**src/rtl/adder_pkg.sv**
```systemverilog
// rtl/adder_pkg.sv - shared defaults and geometry helpers for the pipelined block adder family
package adder_pkg;

  localparam int DEFAULT_WIDTH = 64;
  localparam int DEFAULT_BLOCK = 16;

  function automatic int calc_stages(input int width, input int block);
    return (block > 0) ? width / block : 0;
  endfunction

  // A usable geometry has at least one stage and no partial block.
  function automatic bit width_ok(input int width, input int block);
    return (block > 0) && (width >= block) && ((width % block) == 0);
  endfunction

endpackage

```
**src/rtl/block_adder.sv**
```systemverilog
// rtl/block_adder.sv - BLOCK-bit combinational ripple-carry adder used by each pipeline stage
module block_adder
  import adder_pkg::*;
#(
  parameter int BLOCK = DEFAULT_BLOCK
) (
  input  logic [BLOCK-1:0] x,
  input  logic [BLOCK-1:0] y,
  input  logic             cin,
  output logic [BLOCK-1:0] s,
  output logic             cout
);

  logic [BLOCK:0] carry;

  assign carry[0] = cin;

  for (genvar i = 0; i < BLOCK; i++) begin : g_bit
    assign s[i]       = x[i] ^ y[i] ^ carry[i];
    assign carry[i+1] = (x[i] & y[i]) | (carry[i] & (x[i] ^ y[i]));
  end

  assign cout = carry[BLOCK];

endmodule

```
**src/rtl/pipelined_block_adder.sv**
```systemverilog
// rtl/pipelined_block_adder.sv - WIDTH-bit adder split into BLOCK-bit carry-chained pipeline stages
// Optional signed-overflow output and sign forwarding enabled by defining ADDER_OVF_EN.
module pipelined_block_adder
  import adder_pkg::*;
#(
  parameter int WIDTH = DEFAULT_WIDTH,
  parameter int BLOCK = DEFAULT_BLOCK
) (
  input  logic             clk,
  input  logic             rst,
  input  logic             in_valid,
  output logic             in_ready,
  input  logic [WIDTH-1:0] a,
  input  logic [WIDTH-1:0] b,
  input  logic             c0,
  output logic             out_valid,
  input  logic             out_ready,
  output logic [WIDTH-1:0] sum,
`ifdef ADDER_OVF_EN
  output logic             c_out,
  output logic             ovf
`else
  output logic             c_out
`endif
);

  localparam int STAGES = calc_stages(WIDTH, BLOCK);
  localparam int LAST   = STAGES - 1;

  if (!width_ok(WIDTH, BLOCK)) begin : g_bad_geometry
    $error("pipelined_block_adder: WIDTH must be a positive multiple of BLOCK");
  end

  // One global enable: a stalled output freezes every stage at once.
  logic stall;
  logic adv;

  assign stall    = out_valid & ~out_ready;
  assign adv      = ~stall;
  assign in_ready = adv;

  // Each g_stage[k] holds the inputs seen by stage k; for k>0 they are registers
  // loaded from stage k-1, so stage k's adder sits between two register levels.
  for (genvar k = 0; k < STAGES; k++) begin : g_stage
    logic [WIDTH-1:0] a_i;
    logic [WIDTH-1:0] b_i;
    logic [WIDTH-1:0] s_i;
    logic             c_i;
    logic             v_i;
    logic [WIDTH-1:0] s_nxt;
    logic [BLOCK-1:0] s_blk;
    logic             c_blk;
`ifdef ADDER_OVF_EN
    logic             sa_i;
    logic             sb_i;
`endif

    if (k == 0) begin : g_head
      assign a_i = a;
      assign b_i = b;
      assign s_i = '0;
      assign c_i = c0;
      assign v_i = in_valid;
`ifdef ADDER_OVF_EN
      assign sa_i = a[WIDTH-1];
      assign sb_i = b[WIDTH-1];
`endif
    end else begin : g_body
      always_ff @(posedge clk) begin
        if (rst) begin
          a_i <= '0;
          b_i <= '0;
          s_i <= '0;
          c_i <= 1'b0;
          v_i <= 1'b0;
`ifdef ADDER_OVF_EN
          sa_i <= 1'b0;
          sb_i <= 1'b0;
`endif
        end else if (adv) begin
          a_i <= g_stage[k-1].a_i;
          b_i <= g_stage[k-1].b_i;
          s_i <= g_stage[k-1].s_nxt;
          c_i <= g_stage[k-1].c_blk;
          v_i <= g_stage[k-1].v_i;
`ifdef ADDER_OVF_EN
          sa_i <= g_stage[k-1].sa_i;
          sb_i <= g_stage[k-1].sb_i;
`endif
        end
      end
    end

    block_adder #(
      .BLOCK(BLOCK)
    ) u_block_adder (
      .x    (a_i[k*BLOCK +: BLOCK]),
      .y    (b_i[k*BLOCK +: BLOCK]),
      .cin  (c_i),
      .s    (s_blk),
      .cout (c_blk)
    );

    // Lower blocks already finished ride along; this stage fills in its own slice.
    always_comb begin
      s_nxt                    = s_i;
      s_nxt[k*BLOCK +: BLOCK]  = s_blk;
    end
  end

`ifdef ADDER_OVF_EN
  logic sa_q;
  logic sb_q;
`endif

  always_ff @(posedge clk) begin
    if (rst) begin
      out_valid <= 1'b0;
      sum       <= '0;
      c_out     <= 1'b0;
`ifdef ADDER_OVF_EN
      sa_q      <= 1'b0;
      sb_q      <= 1'b0;
`endif
    end else if (adv) begin
      out_valid <= g_stage[LAST].v_i;
      sum       <= g_stage[LAST].s_nxt;
      c_out     <= g_stage[LAST].c_blk;
`ifdef ADDER_OVF_EN
      sa_q      <= g_stage[LAST].sa_i;
      sb_q      <= g_stage[LAST].sb_i;
`endif
    end
  end

`ifdef ADDER_OVF_EN
  // Overflow: like-signed operands producing a result of the opposite sign.
  assign ovf = (sa_q == sb_q) & (sum[WIDTH-1] != sa_q);
`endif

endmodule

```
**config.mk**
```make
export PLATFORM = sky130hd
export DESIGN_NAME = pipelined_block_adder
export DESIGN_NICKNAME = d
export VERILOG_FILES = /design/src/rtl/adder_pkg.sv /design/src/rtl/block_adder.sv /design/src/rtl/pipelined_block_adder.sv
export SDC_FILE = /design/constraint.sdc
export NUM_CORES = 1
export LEC_CHECK = 0
export CAP_MARGIN = 0
export CORE_MARGIN = 2
export CORE_UTILIZATION = 25
export CTS_BUF_LIST = sky130_fd_sc_hd__clkbuf_16
export CTS_CLUSTER_DIAMETER = 40
export DETAILED_ROUTE_END_ITERATION = 16
export HOLD_SLACK_MARGIN = 0.08
export SLEW_MARGIN = 20
export SYNTH_ARGS = -nofsm -noshare
export SYNTH_HDL_FRONTEND = slang
export SYNTH_HIERARCHICAL = 1
export SYNTH_SLANG_ARGS = --single-unit
```
**constraint.sdc**
```tcl
create_clock -name clk -period 21.5 [get_ports clk]
set_input_delay 4.3 -clock clk [delete_from_list [all_inputs] [get_ports clk]]
set_output_delay 4.3 -clock clk [all_outputs]
set_load 0.1 [all_outputs]
```
## After elaboration in Yosys (flattened, before gate mapping)

Cells that the tools add are included.

| operators by class | value |
|---|---|
| bitwise logic cells | 323 |

Operators with widths:

| cell | number |
|---|---|
| $and 1x1->1 | 129 |
| $xor 1x1->1 | 128 |
| $or 1x1->1 | 64 |
| $not 1->1 | 2 |

| word-level totals | value |
|---|---|
| output and inout port bits | 67 |
| register bits | 552 |
| word-level logic and storage cells | 341 |

## Depth between registers and ports, before layout

| logic depth | value |
|---|---|
| depth in word-level cells | 33 |
| depth in mapped cells | 22 |
| mapped depth without buffers | 22 |

## Modules after synthesis

Netlist, hierarchy kept.

By module, submodules not included:

| module | cells each | seq. area each (µm²) | area an instance (µm²) | instances |
|---|---|---|---|---|
| pipelined_block_adder | 1,380 | 7,206.9 | 14,714.1 | 1 |
| block_adder | 26 | 0.0 | 357.8 | 4 |

## Least setup slack after synthesis

Ideal clock, no wire load.

| timing path | value |
|---|---|
| path kind | input port to flip-flop |
| from | input b[0] |
| to | register g_stage[1].s_i[15] |
| setup time | 72 ps |
| stages | 22 |
| setup slack | 10,913 ps |
| path buffers | 0 |
| data required time | 21,428 ps |
| arrival time | 10,515 ps |
| cells stage by stage | fa_1 > inv_1 > fa_1 > inv_1 > fa_1 > fa_1 > fa_1 > fa_1 > fa_1 > fa_1 > fa_1 > fa_1 > fa_1 > fa_1 > fa_1 > fa_1 > fa_1 > inv_1 > fa_1 > inv_1 > nand2b_1 > mux2i_1 |

| on the way | value |
|---|---|
| word-level cells in the longest chain between the ends | 32 |

Ends and longest elaborated chain:

| element | RTL line | source |
|---|---|---|
| from (decl) | pipelined_block_adder.sv:14 | `input logic [WIDTH-1:0] b,` |
| $xor 1x1->1 | block_adder.sv:20 | `assign carry[i+1] = (x[i] & y[i]) \| (carry[i] & (x[i] ^ y[i]));` |
| $and 1x1->1 | block_adder.sv:20 |  |
| $or 1x1->1 * | block_adder.sv:20 |  |
| $and 1x1->1 * | block_adder.sv:20 |  |
| $or 1x1->1 * | block_adder.sv:20 |  |
| $and 1x1->1 * | block_adder.sv:20 |  |
| $or 1x1->1 * | block_adder.sv:20 |  |
| $and 1x1->1 * | block_adder.sv:20 |  |
| (+17 left out) | - |  |
| $and 1x1->1 * | block_adder.sv:20 |  |
| $or 1x1->1 * | block_adder.sv:20 |  |
| $and 1x1->1 * | block_adder.sv:20 |  |
| $or 1x1->1 * | block_adder.sv:20 |  |
| $and 1x1->1 * | block_adder.sv:20 |  |
| $or 1x1->1 * | block_adder.sv:20 |  |
| $xor 1x1->1 * | block_adder.sv:19 | `assign s[i] = x[i] ^ y[i] ^ carry[i];` |
| named net g_stage[0].s_blk[15] | pipelined_block_adder.sv:51 | `logic [BLOCK-1:0] s_blk;` |
| to (signal assigned) | pipelined_block_adder.sv:83 | `s_i <= g_stage[k-1].s_nxt;` |
| to (decl) | pipelined_block_adder.sv:47 | `logic [WIDTH-1:0] s_i;` |

Mark *: on every way through the listed nets, which the timed path passes. The rest lies on a longest branch.
A chain may end at the register's enable or synchronous reset.

## Final worst setup path

| timing path | value |
|---|---|
| from | input out_ready |
| to | output in_ready |

| on the way | value |
|---|---|
| word-level cells in the longest chain between the ends | 3 |

Ends and longest elaborated chain:

| element | RTL line | source |
|---|---|---|
| from (decl) | pipelined_block_adder.sv:17 | `input logic out_ready,` |
| $not 1->1 | pipelined_block_adder.sv:38 | `assign stall = out_valid & ~out_ready;` |
| $and 1x1->1 | pipelined_block_adder.sv:38 |  |
| $not 1->1 | pipelined_block_adder.sv:39 | `assign adv = ~stall;` |
| to (decl) | pipelined_block_adder.sv:12 | `output logic in_ready,` |

Every way passes these cells.

==> results.py <==
metrics = {
    "timing": {
        "grt_setup_unrepaired": "no",
        "setup_viol": 0,
        "relSlewSlack_pct": 17.1,
        "hold_slack_ns": 0.447,
        "hold_violations": 0,
        "slew_violations": 0,
        "finClkSkew_ns": 0.0340,
        "tns_ns": 0,
        "fmax_mhz": 91.6,
        "period_share_pct": 50.8,
        "finalCriticalPeriod_ns": 10.91,
        "worstMarginPinSlew_ns": 1.24,
    },
    "route": {
        "vias_per_cell": 4.32,
        "routedWlPerCell_um": 15.6,
        "ant_nets": 0,
        "route.detailed.drc": 0,
        "vias": 11021,
        "drtIter0Drc": 562,
        "drt-total-wl_um": 39800,
        "dr.pass1.iters": 4,
    },
    "floorplanning": {
        "rows": 93,
        "core_um2": 64100,
        "ios": 200,
        "dieArea_um2": 66600,
        "die_width_um": 258,
        "initial_utilization_pct": 25.2,
        "die_h_um": 258,
    },
    "pwr": {
        "power.total_mw": 2.04,
        "powerDensity_nw_per_um2": 96.0,
        "ir_worst_vdd_mv": 0.0566,
        "p_leak_nw": 8.25,
    },
    "hold_path": {
        "worstHoldEndpoint": "out_valid",
        "hp-class": "register to register",
        "min_path_cells": 2,
        "min_from": "g_stage[3].v_i",
    },
    "global_routing": {
        "grt.busiest_layer": "met2",
        "grt_pass1_wl_um": 64800,
        "grt_overflow": 0,
        "grt_max_degree": 177,
        "gr-usage-met2_pct": 19.1,
        "grt_antenna_before_repair": 0,
        "grt_pass1_vias": 11626,
        "met1_usage_pct": 15.6,
        "use_met3_pct": 3.34,
        "grtUsageTotal_pct": 12.1,
    },
    "synthesis": {
        "netlist_area_um2": 16100,
        "synth_edf_count": 0,
        "avgSynthCellArea_um2": 10.9,
        "synth_fa_ha_area_share_pct": 7.94,
        "synth_top_family_by_area": "simple AND/OR/NAND/NOR gates",
        "yosysMostFrequentCell": "dfxtp_1",
        "synth_top_area_share_pct": 44.6,
        "synthCells": 1484,
        "ys_warn_count": 6,
        "synth-xor-area-share_pct": 0,
        "synth_fp_nets": 1681,
        "synth_top_area_cell": "dfxtp_1",
        "ys_top_cells_by_area": "dfxtp_1 (45%), nand2b_1 (14%), mux2i_1 (12%)",
        "synth_ff_type": "dfxtp_1",
        "ys_ff_latch": 360,
        "synth_compound_area_share_pct": 5.15,
        "synth_cell_types": 16,
        "synth_commonest_cells": "dfxtp_1 (360), nand2b_1 (359), mux2i_1 (194), o21ai_0 (151), clkbuf_1 (95)",
        "ys_seq_area_share_pct": 44.6,
        "async_reset_ff_share_pct": 0,
        "synthMuxAreaShare_pct": 12.0,
        "yosys.area_share.simple_pct": 25.5,
    },
    "final_layout": {
        "design_area_um2": 21200,
        "final_nets": 1833,
        "drive_gt1_share_pct": 7.91,
        "synthToLayoutAreaGrowth_pct": 31.5,
        "stdcell_count": 2551,
    },
    "clock_network": {
        "cts_tree": "built",
        "root_buffer": "clkbuf_16",
        "post_cts_buffers": 0,
        "cts.sinks": 360,
        "hold_buffers": 0,
        "cts_buffers": 74,
        "ctsHtreeMaxLevel": 3,
        "clk_latency_ns": 0.60,
        "cts.path.max_buffers": 3,
        "clk_pin_slew_ns": 0.05,
        "cts_resized": 0,
    },
    "critical_path": {
        "cp.required_ns": 17.20,
        "rr_endpoint": "sum[63]",
        "crit_type": "input pin to output pin",
        "startpoint_type": "input pin",
        "cp.arrival_ns": 6.61,
        "r2r_slack_ns": 14.38,
        "endpoint_kind": "output pin",
        "r2r-start": "g_stage[3].b_i[48]",
        "reg2reg_depth": 22,
        "crit_fanout": 75,
    },
    "placement": {
        "placed_area_um2": 18700,
        "port_buffers": 199,
        "hpwlAfterDp_um": 24200,
        "gp_congestion": 0.766,
        "dp.cells": 2415,
    },
    "outcome": {
        "status": "finished clean",
    },
    "flow_run": {
        "maxCapViolations": 0,
    },
}
cells by family after synthesis:
| logic type | count (synthesis) |
|---|---|
| AOI/OAI and AO/OA | 166 |
| adders and majority gates | 64 |
| buffers and inverters | 175 |
| DFF | 360 |
| muxes | 194 |
| and+or+nand+nor | 525 |
registers in the layout, summed over array words and instances (netlist names):
register and count:
sum 64, g_stage.s_i 96, out_valid 1, g_stage.a_i 96
g_stage.c_i 3, g_stage.b_i 96, g_stage.v_i 3, c_out 1
power breakdown:
part / internal, mW / leakage (nW) / switching, mW
logic: 0.0749 / 4.03 / 0.0943
clock network: 0.758 / 1.26 / 0.388
registers: 0.707 / 2.96 / 0.0153
metrics by stage:
step	setup slack, ns	util (%)
2_1_floorplan	10.91	-
3_3_place_gp	10.21	29.2
3_5_place_dp	10.11	29.2
4_1_cts	10.56	33.1
5_1_grt	10.47	33.1
6_report	10.59	33.1
worst max-delay path, stage by stage:
cell and delay (ns):
buf_4 0.57, nor2b_4 0.13, inv_6 0.32, clkdlybuf4s50_1 1.21
per-layer routing:
metal / up-vias / routed length [um]
met5: - / 0
met4: 0 / 976
met3: 62 / 2080
met2: 231 / 18300
met1: 5311 / 18500
li1: 5417 / -
cell type report:
class	count	area, um^2
clock buffer	78	1950
fill	6357	42900
sequential	360	7210
clock inverter	57	573
inverter	42	163
tap	855	1070
antenna	1	2.50
timing repair buffer	209	2090
multi-input combinational	949	8170
cells in the final DEF, fill, tap and decap left out, types with 2 or more instances in the layout:
cell type / n
mux2i_1: 194
or4bb_1: 83
clkinv_1: 7
buf_4: 8
inv_6: 11
nand4bb_1: 82
clkinvlp_4: 6
fa_1: 64
o21ai_1: 14
bufinv_16: 8
dfxtp_1: 359
buf_6: 2
clkbuf_16: 78
o21ai_0: 151
clkinv_4: 3
clkdlybuf4s50_1: 197
clkinv_8: 2
clkinv_2: 10
inv_1: 50
nand2b_1: 359
worst max-delay path by stage:
stage / startpoint / to / slack, ns / cells past startpoint
after floorplan: b[0] / g_stage[1].s_i[15] / 10.91 / 22
after global routing: b[0] / g_stage[1].s_i[15] / 10.47 / 23
after detailed placement: b[0] / g_stage[1].s_i[15] / 10.11 / 23
after CTS: out_ready / in_ready / 10.56 / 4
final: out_ready / in_ready / 10.59 / 4
after global placement: b[0] / g_stage[1].s_i[15] / 10.21 / 23
Note: power is estimated with default switching activity, not from simulation.
